**config.mk**
```make
export PLATFORM = sky130hd
export DESIGN_NAME = lcd_bus_decoder_flat
export DESIGN_NICKNAME = d
export VERILOG_FILES = /design/src/rtl/lcd_bus_decoder_pkg.sv /design/src/rtl/lcd_bus_decoder_if.sv /design/src/rtl/lcd_bus_decoder_strobe_sync.sv /design/src/rtl/lcd_bus_decoder.sv /design/src/flat_wrapper.sv
export SDC_FILE = /design/constraint.sdc
export NUM_CORES = 1
export LEC_CHECK = 0
export CORE_AREA = 2 2 222 224
export CTS_CLUSTER_SIZE = 20
export DETAILED_ROUTE_END_ITERATION = 16
export DIE_AREA = 0 0 224 226
export SYNTH_ARGS = -nofsm -noshare
export SYNTH_HDL_FRONTEND = slang
export SYNTH_HIERARCHICAL = 1
export SYNTH_SLANG_ARGS = --single-unit
```
**constraint.sdc**
```tcl
create_clock -name clk_1MHz -period 6.8 [get_ports clk_1MHz]
set_input_delay 1.36 -clock clk_1MHz [delete_from_list [all_inputs] [get_ports clk_1MHz]]
set_output_delay 1.36 -clock clk_1MHz [all_outputs]
set_load 0.005 [all_outputs]
```
**src/rtl/lcd_bus_decoder_pkg.sv**
```systemverilog
// Shared constants, opcode masks and address helpers
// for the passive HD44780 bus decoder.
package lcd_pkg;

  localparam logic [7:0] LCD_SPACE  = 8'h20;
  localparam logic [6:0] LINE1_BASE = 7'h00;
  localparam logic [6:0] LINE2_BASE = 7'h40;
  localparam int         LINE_LEN   = 16;
  localparam logic [6:0] LINE_END   = 7'h27;

  localparam logic [7:0] M_DDRAM = 8'h80, P_DDRAM = 8'h80;
  localparam logic [7:0] M_CGRAM = 8'hC0, P_CGRAM = 8'h40;
  localparam logic [7:0] M_FUNC  = 8'hE0, P_FUNC  = 8'h20;
  localparam logic [7:0] M_SHIFT = 8'hF0, P_SHIFT = 8'h10;
  localparam logic [7:0] M_DISP  = 8'hF8, P_DISP  = 8'h08;
  localparam logic [7:0] M_ENTRY = 8'hFC, P_ENTRY = 8'h04;
  localparam logic [7:0] M_HOME  = 8'hFE, P_HOME  = 8'h02;
  localparam logic [7:0] M_CLEAR = 8'hFF, P_CLEAR = 8'h01;

  typedef enum logic [3:0] {
    OP_NOP,
    OP_CLEAR,
    OP_HOME,
    OP_ENTRY,
    OP_DISP,
    OP_SHIFT,
    OP_FUNC,
    OP_CGRAM,
    OP_DDRAM
  } lcd_op_e;

  function automatic lcd_op_e decode_op(
    input logic [7:0] b
  );
    lcd_op_e op;
    op = OP_NOP;
    unique case (1'b1)
      (b & M_DDRAM) == P_DDRAM: op = OP_DDRAM;
      (b & M_CGRAM) == P_CGRAM: op = OP_CGRAM;
      (b & M_FUNC)  == P_FUNC:  op = OP_FUNC;
      (b & M_SHIFT) == P_SHIFT: op = OP_SHIFT;
      (b & M_DISP)  == P_DISP:  op = OP_DISP;
      (b & M_ENTRY) == P_ENTRY: op = OP_ENTRY;
      (b & M_HOME)  == P_HOME:  op = OP_HOME;
      (b & M_CLEAR) == P_CLEAR: op = OP_CLEAR;
      default:                  op = OP_NOP;
    endcase
    return op;
  endfunction

  // 2-line map: 0x00-0x27 and 0x40-0x67, each wrapping into the other
  function automatic logic [6:0] next_addr(
    input logic [6:0] a,
    input logic       inc
  );
    logic [6:0] n;
    if (inc) begin
      if (a[5:0] >= LINE_END[5:0])
        n = a[6] ? LINE1_BASE : LINE2_BASE;
      else
        n = a + 7'd1;
    end else begin
      if (a == LINE1_BASE)
        n = LINE2_BASE + LINE_END;
      else if (a == LINE2_BASE)
        n = LINE_END;
      else
        n = a - 7'd1;
    end
    return n;
  endfunction

endpackage

```
**src/rtl/lcd_bus_decoder_if.sv**
```systemverilog
// LCD pin bundle: rs/rw/e/data as driven
// by the LCD driver and snooped by the decoder.
interface lcd_bus_decoder_if;
  logic       lcd_e;
  logic       lcd_rs;
  logic       lcd_rw;
  logic [7:0] lcd_data;

  modport master (
    output lcd_e,
    output lcd_rs,
    output lcd_rw,
    output lcd_data
  );

  modport slave (
    input lcd_e,
    input lcd_rs,
    input lcd_rw,
    input lcd_data
  );
endinterface

```
**src/rtl/lcd_bus_decoder_strobe_sync.sv**
```systemverilog
// Pin synchronizer, E-high counter and falling-edge
// strobe detector for the LCD bus.
module lcd_strobe_sync #(
  parameter int SYNC_STAGES = 2,
  parameter int MIN_E_HIGH  = 2
) (
  input  logic       clk_i,
  input  logic       rst_ni,
  input  logic       e_i,
  input  logic       rs_i,
  input  logic       rw_i,
  input  logic [7:0] data_i,
  output logic       strobe_o,
  output logic       rs_o,
  output logic       rw_o,
  output logic [7:0] data_o,
  output logic       short_o
);

  localparam int STG =
    (SYNC_STAGES < 2) ? 2 : SYNC_STAGES;
  localparam logic [7:0] MINH = 8'(MIN_E_HIGH);

  logic [10:0] sync_q [STG];
  logic [10:0] prev_q;
  logic [7:0]  cnt_q, cnt_d;
  logic        e_s, fall, long_ok;

  always_ff @(posedge clk_i) begin
    if (!rst_ni) begin
      for (int i = 0; i < STG; i++)
        sync_q[i] <= '0;
      prev_q <= '0;
      cnt_q  <= '0;
    end else begin
      sync_q[0] <= {e_i, rs_i, rw_i, data_i};
      for (int i = 1; i < STG; i++)
        sync_q[i] <= sync_q[i-1];
      prev_q <= sync_q[STG-1];
      cnt_q  <= cnt_d;
    end
  end

  assign e_s = sync_q[STG-1][10];

  // cnt_q holds the length of the high phase at the fall
  always_comb begin
    cnt_d = '0;
    if (e_s)
      cnt_d = (cnt_q == 8'hFF) ? cnt_q : cnt_q + 8'd1;
  end

  assign fall     = prev_q[10] & ~e_s;
  assign long_ok  = cnt_q >= MINH;
  assign strobe_o = fall & long_ok;
  assign short_o  = fall & ~long_ok;
  assign rs_o     = prev_q[9];
  assign rw_o     = prev_q[8];
  assign data_o   = prev_q[7:0];

endmodule

```
**src/rtl/lcd_bus_decoder.sv**
```systemverilog
// Passive HD44780 bus snooper: decodes writes and
// rebuilds both visible 16-char lines.
module lcd_bus_decoder
  import lcd_pkg::*;
#(
  parameter int SYNC_STAGES = 2,
  parameter int MIN_E_HIGH  = 2
) (
  input  logic                     clk_1MHz,
  input  logic                     resetn,
  lcd_bus_decoder_if.slave         bus_i,
  output logic [8*LINE_LEN-1:0]    o_line1,
  output logic [8*LINE_LEN-1:0]    o_line2,
  output logic [6:0]               o_addr,
  output logic                     o_display_on,
  output logic                     o_update,
  output logic                     o_err
);

  logic       stb, s_rs, s_rw, s_short;
  logic [7:0] s_data;

  lcd_strobe_sync #(
    .SYNC_STAGES(SYNC_STAGES),
    .MIN_E_HIGH (MIN_E_HIGH)
  ) u_sync (
    .clk_i   (clk_1MHz),
    .rst_ni  (resetn),
    .e_i     (bus_i.lcd_e),
    .rs_i    (bus_i.lcd_rs),
    .rw_i    (bus_i.lcd_rw),
    .data_i  (bus_i.lcd_data),
    .strobe_o(stb),
    .rs_o    (s_rs),
    .rw_o    (s_rw),
    .data_o  (s_data),
    .short_o (s_short)
  );

  logic [7:0] mem_q [2*LINE_LEN];
  logic [7:0] mem_d [2*LINE_LEN];
  logic [6:0] addr_q, addr_d;
  logic       id_q, id_d;
  logic       cg_q, cg_d;
  logic       disp_q, disp_d;
  logic       err_q, err_d;
  logic       upd_q, upd_d;
  logic       vis;
  logic [4:0] idx;

  assign vis = addr_q[5:4] == 2'b00;
  assign idx = {addr_q[6], addr_q[3:0]};

  always_comb begin
    mem_d  = mem_q;
    addr_d = addr_q;
    id_d   = id_q;
    cg_d   = cg_q;
    disp_d = disp_q;
    err_d  = err_q | s_short;
    upd_d  = 1'b0;
    if (stb && !s_rw) begin
      if (s_rs) begin
        if (!cg_q) begin
          if (vis && mem_q[idx] != s_data) begin
            mem_d[idx] = s_data;
            upd_d      = 1'b1;
          end
          addr_d = next_addr(addr_q, id_q);
        end
      end else begin
        unique case (decode_op(s_data))
          OP_DDRAM: begin
            addr_d = s_data[6:0];
            cg_d   = 1'b0;
            if (s_data[5:0] > LINE_END[5:0])
              err_d = 1'b1;
          end
          OP_CGRAM: cg_d = 1'b1;
          OP_FUNC: begin
            if (!(s_data[4] && s_data[3]))
              err_d = 1'b1;
          end
          OP_SHIFT: begin
            if (s_data[3])
              err_d = 1'b1;
            else
              addr_d = next_addr(addr_q, s_data[2]);
          end
          OP_DISP: disp_d = s_data[2];
          OP_ENTRY: begin
            id_d = s_data[1];
            if (s_data[0])
              err_d = 1'b1;
          end
          OP_HOME: begin
            addr_d = LINE1_BASE;
            cg_d   = 1'b0;
          end
          OP_CLEAR: begin
            for (int i = 0; i < 2*LINE_LEN; i++)
              mem_d[i] = LCD_SPACE;
            addr_d = LINE1_BASE;
            id_d   = 1'b1;
            cg_d   = 1'b0;
            upd_d  = 1'b1;
          end
          default: ;
        endcase
      end
    end
  end

  always_ff @(posedge clk_1MHz) begin
    if (!resetn) begin
      for (int i = 0; i < 2*LINE_LEN; i++)
        mem_q[i] <= LCD_SPACE;
      addr_q <= LINE1_BASE;
      id_q   <= 1'b1;
      cg_q   <= 1'b0;
      disp_q <= 1'b0;
      err_q  <= 1'b0;
      upd_q  <= 1'b0;
    end else begin
      mem_q  <= mem_d;
      addr_q <= addr_d;
      id_q   <= id_d;
      cg_q   <= cg_d;
      disp_q <= disp_d;
      err_q  <= err_d;
      upd_q  <= upd_d;
    end
  end

  for (genvar g = 0; g < LINE_LEN; g++) begin : g_pack
    assign o_line1[8*(LINE_LEN-g)-1 -: 8] = mem_q[g];
    assign o_line2[8*(LINE_LEN-g)-1 -: 8] =
      mem_q[LINE_LEN+g];
  end

  assign o_addr       = addr_q;
  assign o_display_on = disp_q;
  assign o_update     = upd_q;
  assign o_err        = err_q;

endmodule

```
**src/flat_wrapper.sv**
```systemverilog
// flat-port wrapper written by rule: the top's interface ports become plain ports
module lcd_bus_decoder_flat import lcd_pkg::*;
#(
  parameter int SYNC_STAGES = 2,
  parameter int MIN_E_HIGH  = 2
)
  (clk_1MHz, resetn, o_line1, o_line2, o_addr, o_display_on, o_update, o_err, bus_i_lcd_e, bus_i_lcd_rs, bus_i_lcd_rw, bus_i_lcd_data);
  lcd_bus_decoder_if bus_i_i ();
  input  logic clk_1MHz;
  input  logic resetn;
  output logic [8*LINE_LEN-1:0] o_line1;
  output logic [8*LINE_LEN-1:0] o_line2;
  output logic [6:0] o_addr;
  output logic o_display_on;
  output logic o_update;
  output logic o_err;
  input wire logic [$bits(bus_i_i.lcd_e)-1:0] bus_i_lcd_e;
  input wire logic [$bits(bus_i_i.lcd_rs)-1:0] bus_i_lcd_rs;
  input wire logic [$bits(bus_i_i.lcd_rw)-1:0] bus_i_lcd_rw;
  input wire logic [$bits(bus_i_i.lcd_data)-1:0] bus_i_lcd_data;
  assign bus_i_i.lcd_e = bus_i_lcd_e;
  assign bus_i_i.lcd_rs = bus_i_lcd_rs;
  assign bus_i_i.lcd_rw = bus_i_lcd_rw;
  assign bus_i_i.lcd_data = bus_i_lcd_data;
  lcd_bus_decoder #(.SYNC_STAGES(SYNC_STAGES), .MIN_E_HIGH(MIN_E_HIGH)) u_core (.clk_1MHz(clk_1MHz), .resetn(resetn), .bus_i(bus_i_i), .o_line1(o_line1), .o_line2(o_line2), .o_addr(o_addr), .o_display_on(o_display_on), .o_update(o_update), .o_err(o_err));
endmodule
```
==> flow_summary.toml, run 1 <==
[synthesis]
syn_inst = 1518
synthesis.area_per_instance_um2 = 9.45
ys_async_sr_fraction = 0
postSynthRegisterBits = 309
syn-num-nets = 1537
synth.distinct_cells = 71
proportion_of_synthesized_chip_area_in_sequential_cells = 0.431
synth_area_um2 = 14300
number_of_flops_mapped_to_enable_cells_by_yosys = 0
ys_warn_count = 6
postSynth.topFlopCell = "sky130_fd_sc_hd__dfxtp_1"

[worst_setup_path]
slowest_stage_delay_on_critical_path_ns = 0.91
r2r-start = "u_core/o_addr[1]$_SDFFE_PN0P_"
end_kind = "flip-flop"
rrSetupSlack_ns = 1.94
worstPathMaxFanout = 27
worst-setup-path-type = "reg -> reg"
critical_path.slowest_cell = "sky130_fd_sc_hd__o21ai_2"
crit_path_start = "u_core/o_addr[1]$_SDFFE_PN0P_"
worst-endpoint-required_ns = 7.22
reg2reg_to = "u_core/o_line1[42]$_SDFFE_PN0P_"
critical-path-top-cell-by-count = "sky130_fd_sc_hd__buf_4"
worst_setup_path_start_kind = "flip-flop"
critical_path_arrival_ns = 5.28
crit_path_cell_trace = "buf_4, nor2b_1, a22o_1, a2111oi_1, nor3_1, and4b_1, nand4_4, o21ai_2, buf_4, o22ai_1"
timing.reg2reg.worst_path_depth = 10

[final_layout]
flow.area_growth_from_synthesis_pct = 30.1
count_of_nets_after_finishing = 1736
ff_latch_area_um2 = 6190
mostFrequentLayoutCell = "sky130_fd_sc_hd__nand2_1"
filler_cell_count = 4771
most-common-layout-cells = "sky130_fd_sc_hd__nand2_1, sky130_fd_sc_hd__dfxtp_1, sky130_fd_sc_hd__clkdlybuf4s50_1"
postLayoutCellArea_um2 = 18700
postLayoutCoreUtil = 0.386
diodes_inserted = 0
drive_above_1_share = 0.118
multi_input_area_um2 = 7450
finalNonFillerCells = 2365

[die]
fp.dieArea_um2 = 50600
start_util = 0.297
boundaryPins = 279
coreArea_um2 = 48300
floorplan.die.width_um = 224
row_count = 81
floorplan.die.height_um = 226

[cts]
post-cts-setup-buffers = 0
clock_sinks = 309
tritoncts.num_buffers = 36
tritoncts_clock_tree = "done"
postCtsHoldBufs = 0
cts_repair_resize_count = 0
clockBufferDepth = 3
path_clk_slew_ns = 0.06
insertion_delay_ns = 0.56
cts.htree.levels = 2
cts-root-buf = "sky130_fd_sc_hd__clkbuf_16"

[hold_path]
min_delay_path_depth = 1
path_category_of_the_worst_min_delay_check = "reg -> reg"
hold_path_startpoint = "u_core/u_sync/sync_q[0][3]$_SDFF_PN0_"
worst_hold_path.endpoint = "u_core/u_sync/sync_q[0][14]$_SDFF_PN0_"

[drt]
route.detailed.wl_per_inst_um = 25.6
drt-vias-per-instance = 5.90
detail_route.first_pass.iterations = 7
postRouteWirelength_mm = 60.6
vias = 13900
final_antenna_net_count = 0
dr.first_iter.drc_count = 1710
drc_errors = 0

[sta]
finalSetupViolCount = 0
relSlewSlack = 0.243
timing_worst_slew_pin_value_ns = 1.14
layout_min_cycle_time_ns = 4.86
timing.final.crit_share = 0.715
layout_setup_ws_ns = 1.94
finalHoldWorstSlack_ns = 0.430
timing_hold_violations_final = 0
max_freq_mhz = 206
setup_total_negative_slack_ns = 0
rsz_0062_raised_after_global_routing = "no"
worst_clock_skew_ns = 0.0328
final-max-slew-violation-count = 0

[global_route]
largest_net_degree_at_the_start_of_global_routing = 107
grtUsageTotal = 0.232
grt_pass1_wl_mm = 88.5
grt_remaining_overflow = 0
antenna_violations_before_repair = 0
grt_pass1_vias = 13200

[place]
dpl.hpwl_mm = 42.7
placement.cell_area_um2 = 17500
globalplace.congestion = 0.902
dpl_worst_slack_ns = 2.06
post-place-cells = 2301
buffer_ports.inserted = 278

[power]
vdd_drop_max_mv = 0.132
power.density_nw_per_um2 = 209
power.leakage_nw = 6.10
power.total_mw = 3.90

[run_status]
run_status = "complete, no violations"

[run]
cap_violations = 0
[state kept, by name, indices dropped and copies added (netlist names)]
| register | flops |
|---|---|
| u_core/o_addr | 7 |
| u_core/u_sync/prev_q | 11 |
| u_core/o_line1 | 128 |
| u_core/o_line2 | 128 |
| u_core/o_update | 1 |
| u_core/cg_q | 1 |
| u_core/u_sync/cnt_q | 8 |
| u_core/o_err | 1 |
| u_core/u_sync/sync_q | 22 |
| u_core/o_display_on | 1 |
| u_core/id_q | 1 |
[layer usage]
metal / up-vias / wire length, um / global-route usage
met2: 916 / 27300 / 0.358
met5: - / 0 / 0
met4: 0 / 1880 / 0.0774
li1: 6044 / - / -
met1: 6881 / 25200 / 0.323
met3: 103 / 6290 / 0.0487
[worst max-delay path, delay by kind of cell (launching register included)]
kind,cells,cell delay (ns)
compound gates,4,1.89
simple gates,4,1.11
buf+inv,2,0.88
flops,1,0.80
[how the worst max path moves through the flow]
stage,end,slack [ns],depth (start not counted)
after global routing,u_core/o_line1[42]$_SDFFE_PN0P_,1.72,10
after CTS,u_core/o_line1[42]$_SDFFE_PN0P_,2.05,10
after floorplan,u_core/o_line2[125]$_SDFFE_PN1P_,3.74,11
after global placement,u_core/o_line1[122]$_SDFFE_PN0P_,2.19,10
after detailed placement,u_core/o_line1[122]$_SDFFE_PN0P_,2.06,10
final,u_core/o_line1[42]$_SDFFE_PN0P_,1.94,10
[power breakdown]
group	switching, mW	internal [mW]
logic	0.0758	0.0245
registers	0.00578	1.82
clock network	0.818	1.16
total	0.899	3.00
[logic make-up (layout without fill, tap and decap cells)]
group | after synthesis | count (layout) | synth area share
compound gates | 429 | 429 | 0.235
xor+xnor | 7 | 7 | 0.00427
fa+ha+maj | 6 | 6 | 0.00523
buf+inv | 154 | 379 | 0.0500
flops | 309 | 309 | 0.431
mux | 94 | 94 | 0.107
simple gates | 519 | 519 | 0.167
[layout make-up]
class	count	share of cell area
clock buffer	51	0.0562
clock inverter	13	0.00811
inverter	11	0.00221
multi-input combinational	1055	0.399
sequential	309	0.332
tap	622	0.0417
timing repair buffer	304	0.160
[cells in the mapped netlist (8+ instances only)]
master | instances | area (um2)
sky130_fd_sc_hd__a211oi_1 | 8 | 60.1
sky130_fd_sc_hd__a21oi_1 | 27 | 135
sky130_fd_sc_hd__a22oi_1 | 8 | 60.1
sky130_fd_sc_hd__a2bb2oi_1 | 36 | 315
sky130_fd_sc_hd__and2_1 | 36 | 225
sky130_fd_sc_hd__buf_1 | 9 | 33.8
sky130_fd_sc_hd__buf_2 | 39 | 195
sky130_fd_sc_hd__buf_4 | 13 | 97.6
sky130_fd_sc_hd__clkbuf_1 | 74 | 278
sky130_fd_sc_hd__dfxtp_1 | 309 | 6190
sky130_fd_sc_hd__inv_1 | 10 | 37.5
sky130_fd_sc_hd__mux2_2 | 15 | 169
sky130_fd_sc_hd__mux2i_1 | 33 | 330
sky130_fd_sc_hd__mux4_2 | 46 | 1040
sky130_fd_sc_hd__nand2_1 | 323 | 1210
sky130_fd_sc_hd__nand2b_1 | 42 | 263
sky130_fd_sc_hd__nand3_1 | 25 | 125
sky130_fd_sc_hd__nor2_1 | 22 | 82.6
sky130_fd_sc_hd__nor2b_1 | 14 | 87.6
sky130_fd_sc_hd__nor3_1 | 14 | 70.1
sky130_fd_sc_hd__o21ai_0 | 25 | 125
sky130_fd_sc_hd__o22ai_1 | 232 | 1450
sky130_fd_sc_hd__o311a_4 | 32 | 681
Power figures use the tool's default switching activity.
==> inputs of run 2 (changes only) <==
==> constraint.sdc (replaced) <==
create_clock -name clk_1MHz -period 4.4 [get_ports clk_1MHz]
set_input_delay 0.88 -clock clk_1MHz [delete_from_list [all_inputs] [get_ports clk_1MHz]]
set_output_delay 0.88 -clock clk_1MHz [all_outputs]
set_load 0.005 [all_outputs]
==> flow_summary.toml, run 2 (synthesis gave the netlist of run 1 again) <==
[place]
dpl.hpwl_mm = 43.9
dpl_worst_slack_ns = 0.561
placement.cell_area_um2 = 17600
post-place-cells = 2319
buffer_ports.inserted = 278
globalplace.congestion = 0.997

[drt]
route.detailed.wl_per_inst_um = 26.0
vias = 13900
drc_errors = 0
detail_route.first_pass.iterations = 6
final_antenna_net_count = 0
drt-vias-per-instance = 5.85
dr.first_iter.drc_count = 1869
postRouteWirelength_mm = 61.8

[cts]
insertion_delay_ns = 0.56
cts_repair_resize_count = 0
cts.htree.levels = 2
cts-root-buf = "sky130_fd_sc_hd__clkbuf_16"
post-cts-setup-buffers = 0
tritoncts_clock_tree = "done"
postCtsHoldBufs = 0
clock_sinks = 309
clockBufferDepth = 3
tritoncts.num_buffers = 35
path_clk_slew_ns = 0.06

[worst_setup_path]
end_kind = "flip-flop"
critical_path_arrival_ns = 4.37
worst-setup-path-type = "reg -> reg"
crit_path_cell_trace = "buf_12, mux4_2, mux2_2, o22ai_1, a31o_2, xnor2_1, nand2_2, buf_4, o311a_4, a2bb2oi_1"
worst-endpoint-required_ns = 4.83
critical_path.slowest_cell = "sky130_fd_sc_hd__dfxtp_2"
slowest_stage_delay_on_critical_path_ns = 0.75
worstPathMaxFanout = 25
worst_setup_path_start_kind = "flip-flop"

[final_layout]
postLayoutCoreUtil = 0.388
flow.area_growth_from_synthesis_pct = 30.8
mostFrequentLayoutCell = "sky130_fd_sc_hd__nand2_1"
drive_above_1_share = 0.124
postLayoutCellArea_um2 = 18800
diodes_inserted = 0
most-common-layout-cells = "sky130_fd_sc_hd__nand2_1, sky130_fd_sc_hd__dfxtp_1, sky130_fd_sc_hd__clkdlybuf4s50_1"
finalNonFillerCells = 2379
filler_cell_count = 4721
count_of_nets_after_finishing = 1753

[power]
seqPwrFrac = 0.477
swShare = 0.228
power.density_nw_per_um2 = 315
vdd_drop_max_mv = 0.216
combPwrFrac = 0.028
power_report.internal_total_mw = 4.56
power.total_mw = 5.91
net-switching-power_mw = 1.35
clockPowerShare = 0.496
power.leakage_nw = 6.16

[sta]
timing_worst_slew_pin_value_ns = 0.865
relSlewSlack = 0.424
layout_min_cycle_time_ns = 3.95
final-max-slew-violation-count = 0
finalSetupViolCount = 0
layout_setup_ws_ns = 0.454
finalHoldWorstSlack_ns = 0.435
worst_clock_skew_ns = 0.0278
max_freq_mhz = 253
setup_total_negative_slack_ns = 0
rsz_0062_raised_after_global_routing = "no"
timing_hold_violations_final = 0
timing.final.crit_share = 0.897

[run_status]
run_status = "complete, no violations"

[die]
coreArea_um2 = 48300
floorplan.die.height_um = 226
boundaryPins = 279
fp.dieArea_um2 = 50600
start_util = 0.297
floorplan.die.width_um = 224
row_count = 81

[global_route]
largest_net_degree_at_the_start_of_global_routing = 192
grt_remaining_overflow = 0
antenna_violations_before_repair = 0
grt_pass1_wl_mm = 88.7
grt_pass1_vias = 13000
grtUsageTotal = 0.236

[run]
cap_violations = 0

[hold_path]
path_category_of_the_worst_min_delay_check = "reg -> reg"
[run 2: cell types whose count changed in the layout (fill, tap and decap cells not counted)]
cell,before,now
sky130_fd_sc_hd__buf_4,25,39
sky130_fd_sc_hd__buf_12,1,5
sky130_fd_sc_hd__clkbuf_1,7,10
sky130_fd_sc_hd__clkinv_4,3,0
sky130_fd_sc_hd__clkbuf_8,8,6
sky130_fd_sc_hd__clkbuf_16,37,36
sky130_fd_sc_hd__clkinv_8,1,0
sky130_fd_sc_hd__inv_6,3,2
sky130_fd_sc_hd__inv_8,0,1
[run 2: path summary, 6_finish.rpt]
check | endpoint | start | slack [ns] | depth (start not counted)
worst min register to register | u_core/u_sync/prev_q[0]$_SDFF_PN0_ | u_core/u_sync/sync_q[0][11]$_SDFF_PN0_ | 0.44 | 1
worst max register to register | u_core/o_line2[53]$_SDFFE_PN1P_ | u_core/o_addr[2]$_SDFFE_PN0P_ | 0.45 | 10
worst max-delay path | u_core/o_line2[53]$_SDFFE_PN1P_ | u_core/o_addr[2]$_SDFFE_PN0P_ | 0.45 | 10
worst min-delay path | u_core/u_sync/prev_q[0]$_SDFF_PN0_ | u_core/u_sync/sync_q[0][11]$_SDFF_PN0_ | 0.44 | 1
[run 2: area by class of cell]
class,count,area [um2],share of cell area
Multi-Input combinational cell,1055,7450,0.397
Sequential cell,309,6190,0.330
Timing Repair Buffer,322,3180,0.169
Clock buffer,51,1010,0.0537
Tap cell,622,778,0.0415
Clock inverter,9,111,0.00594
Inverter,11,41.3,0.00220
[run 2: critical path, delay by kind of cell, from the launching register on]
kind / cells / cell delay, ns
xor gates and xnor gates: 1 / 0.15
DFF: 1 / 0.75
and+or+nand+nor: 1 / 0.32
muxes: 2 / 0.83
AOI/OAI and AO/OA: 4 / 1.06
buffers and inverters: 2 / 0.66
[run 2: power by group through the flow]
stage	clock network, mW	registers [mW]	logic, mW
floorplan	0	2.87	0.113
global placement	0	2.88	0.157
detailed placement	0	2.88	0.159
CTS	2.97	2.82	0.159
global route	3.06	2.82	0.172
finish	2.93	2.82	0.163
[run 2: metal layers]
layer | track usage | up-vias | share of wire
met2 | 0.356 | 943 | 0.44
met5 | 0 | - | 0
met4 | 0.0998 | 0 | 0.039
met3 | 0.0510 | 143 | 0.11
li1 | - | 6068 | -
met1 | 0.324 | 6756 | 0.42
==> inputs of run 3 (changes only) <==
--- a/config.mk
+++ b/config.mk
@@ -9,6 +9,7 @@
 export CTS_CLUSTER_SIZE = 20
 export DETAILED_ROUTE_END_ITERATION = 16
 export DIE_AREA = 0 0 224 226
+export DONT_BUFFER_PORTS = 1
 export SYNTH_ARGS = -nofsm -noshare
 export SYNTH_HDL_FRONTEND = slang
 export SYNTH_HIERARCHICAL = 1
==> constraint.sdc (replaced) <==
create_clock -name clk_1MHz -period 3.9 [get_ports clk_1MHz]
set_input_delay 0.78 -clock clk_1MHz [delete_from_list [all_inputs] [get_ports clk_1MHz]]
set_output_delay 0.78 -clock clk_1MHz [all_outputs]
set_load 0.005 [all_outputs]
==> flow_summary.toml, run 3 (synthesis gave the netlist of run 1 again) <==
[run_status]
run_status = "complete, no violations"

[worst_setup_path]
worst_setup_path_start_kind = "flip-flop"
critical_path.slowest_cell = "sky130_fd_sc_hd__dfxtp_4"
worstPathMaxFanout = 31
timing.reg2reg.worst_path_depth = 10
worst-setup-path-type = "reg -> reg"
critical-path-top-cell-by-count = "sky130_fd_sc_hd__buf_4"
critical_path_arrival_ns = 4.08
worst-endpoint-required_ns = 4.32
end_kind = "flip-flop"
rrSetupSlack_ns = 0.24
crit_path_cell_trace = "buf_4, mux4_2, a221oi_1, a21oi_1, xnor2_1, nand4_4, buf_12, o21ai_2, buf_4, o22ai_1"
slowest_stage_delay_on_critical_path_ns = 0.71
reg2reg_to = "u_core/o_line1[30]$_SDFFE_PN0P_"
r2r-start = "u_core/o_addr[0]$_SDFFE_PN0P_"

[sta]
finalSetupViolCount = 0
worst_clock_skew_ns = 0.0301
relSlewSlack = 0.421
timing.final.crit_share = 0.937
setup_total_negative_slack_ns = 0
timing_worst_slew_pin_value_ns = 0.868
layout_min_cycle_time_ns = 3.66
timing_hold_violations_final = 0
final-max-slew-violation-count = 0
rsz_0062_raised_after_global_routing = "no"
max_freq_mhz = 274

[power]
vdd_drop_max_mv = 0.249
power.total_mw = 6.74
power.density_nw_per_um2 = 415
power.leakage_nw = 5.33

[die]
fp.dieArea_um2 = 50600
floorplan.die.width_um = 224
start_util = 0.297
coreArea_um2 = 48300
boundaryPins = 279
floorplan.die.height_um = 226
row_count = 81

[global_route]
antenna_violations_before_repair = 1
grt_pass1_wl_mm = 86.7
grt_pass1_vias = 11900
largest_net_degree_at_the_start_of_global_routing = 305
grt_remaining_overflow = 0
grtUsageTotal = 0.232

[drt]
top_layer = "met4"
routed-wl-met3_mm = 8.75
postRouteWirelength_mm = 60.8
final_antenna_net_count = 0
wl_met1_mm = 23.7
route.detailed.wl_per_inst_um = 28.6
vias = 12800
dr.first_iter.drc_count = 1501
met2_wirelength_mm = 26.5
detail_route.first_pass.iterations = 5
drt-vias-per-instance = 6.03
drc_errors = 0

[cts]
path_clk_slew_ns = 0.06
post-cts-setup-buffers = 0
cts_repair_resize_count = 0
cts-root-buf = "sky130_fd_sc_hd__clkbuf_16"
postCtsHoldBufs = 0
insertion_delay_ns = 0.56
clock_sinks = 309
cts.htree.levels = 2
clockBufferDepth = 3
tritoncts.num_buffers = 36
tritoncts_clock_tree = "done"

[final_layout]
most-common-layout-cells = "sky130_fd_sc_hd__nand2_1, sky130_fd_sc_hd__dfxtp_1, sky130_fd_sc_hd__o22ai_1"
flow.area_growth_from_synthesis_pct = 13.3
postLayoutCellArea_um2 = 16300
drive_above_1_share = 0.162
count_of_nets_after_finishing = 1495
mostFrequentLayoutCell = "sky130_fd_sc_hd__nand2_1"
finalNonFillerCells = 2125

[run]
cap_violations = 0

[place]
post-place-cells = 2060
buffer_ports.inserted = 0
dpl.hpwl_mm = 43.4
placement.cell_area_um2 = 15000
globalplace.congestion = 0.896

[hold_path]
hold_path_startpoint = "bus_i_lcd_e"
worst_hold_path.endpoint = "u_core/u_sync/sync_q[0][10]$_SDFF_PN0_"
min_delay_path_depth = 1
path_category_of_the_worst_min_delay_check = "in -> reg"
-- run 3: changes by cell type in the layout (fill, tap and decap cells not counted), moves of 2 or more --
cell and change:
sky130_fd_sc_hd__clkdlybuf4s50_1 -277, sky130_fd_sc_hd__buf_4 +15, sky130_fd_sc_hd__buf_12 +4, sky130_fd_sc_hd__clkbuf_1 -4
sky130_fd_sc_hd__clkbuf_16 +2, sky130_fd_sc_hd__clkinv_2 +2, sky130_fd_sc_hd__clkinv_4 +2, sky130_fd_sc_hd__clkinvlp_4 +2
-- run 3: final cells by class --
class	instances	area, um2
clock inverters	15	156
clock buffers	49	1040
well taps	622	778
fillers	4912	32100
repair buffers	63	586
multi-input cells	1055	7450
flip-flops and latches	309	6190
inverters	11	41.3
diodes	1	2.50
-- run 3: routing by layer --
metal	global-route usage	up-vias
met4	0.0735	0
li1	-	5574
met2	0.346	772
met5	0	-
met3	0.112	99
met1	0.292	6361
-- run 3: how the worst max path moves through the flow --
| stage | startpoint | to | slack (ns) | cells after the start |
|---|---|---|---|---|
| after floorplan | u_core/o_addr[1]$_SDFFE_PN0P_ | u_core/o_line2[125]$_SDFFE_PN1P_ | 0.84 | 11 |
| after global placement | u_core/o_addr[0]$_SDFFE_PN0P_ | u_core/o_line1[127]$_SDFFE_PN0P_ | 0.32 | 11 |
| after detailed placement | u_core/o_addr[0]$_SDFFE_PN0P_ | u_core/o_line1[127]$_SDFFE_PN0P_ | 0.30 | 11 |
| after CTS | u_core/o_addr[0]$_SDFFE_PN0P_ | u_core/o_line1[127]$_SDFFE_PN0P_ | 0.31 | 11 |
| after global routing | u_core/o_addr[0]$_SDFFE_PN0P_ | u_core/o_line1[8]$_SDFFE_PN0P_ | 0.04 | 11 |
| final | u_core/o_addr[0]$_SDFFE_PN0P_ | u_core/o_line1[30]$_SDFFE_PN0P_ | 0.24 | 10 |
-- run 3: critical path: cells and delay by family (launching register included) --
family,cells,cell delay (ns)
compound gates,4,1.03
buf+inv,3,0.76
xor+xnor,1,0.28
flops,1,0.71
mux,1,0.57
simple gates,1,0.15
-- run 3: metrics by stage --
stage	utilization	hold WS (ns)	setup slack [ns]
3_3_place_gp	0.311	0.423	0.323
6_report	0.336	0.356	0.244
4_1_cts	0.336	0.340	0.305
2_1_floorplan	-	0.412	0.843
3_5_place_dp	0.311	0.423	0.304
5_1_grt	0.336	0.336	0.0397
-- run 3: report_power, final --
part	switching [mW]	leakage (nW)	internal, mW
registers	0.00961	2.50	3.17
logic	0.0879	2.25	0.0389
clock network	1.42	0.584	2.02
total	1.51	5.33	5.23
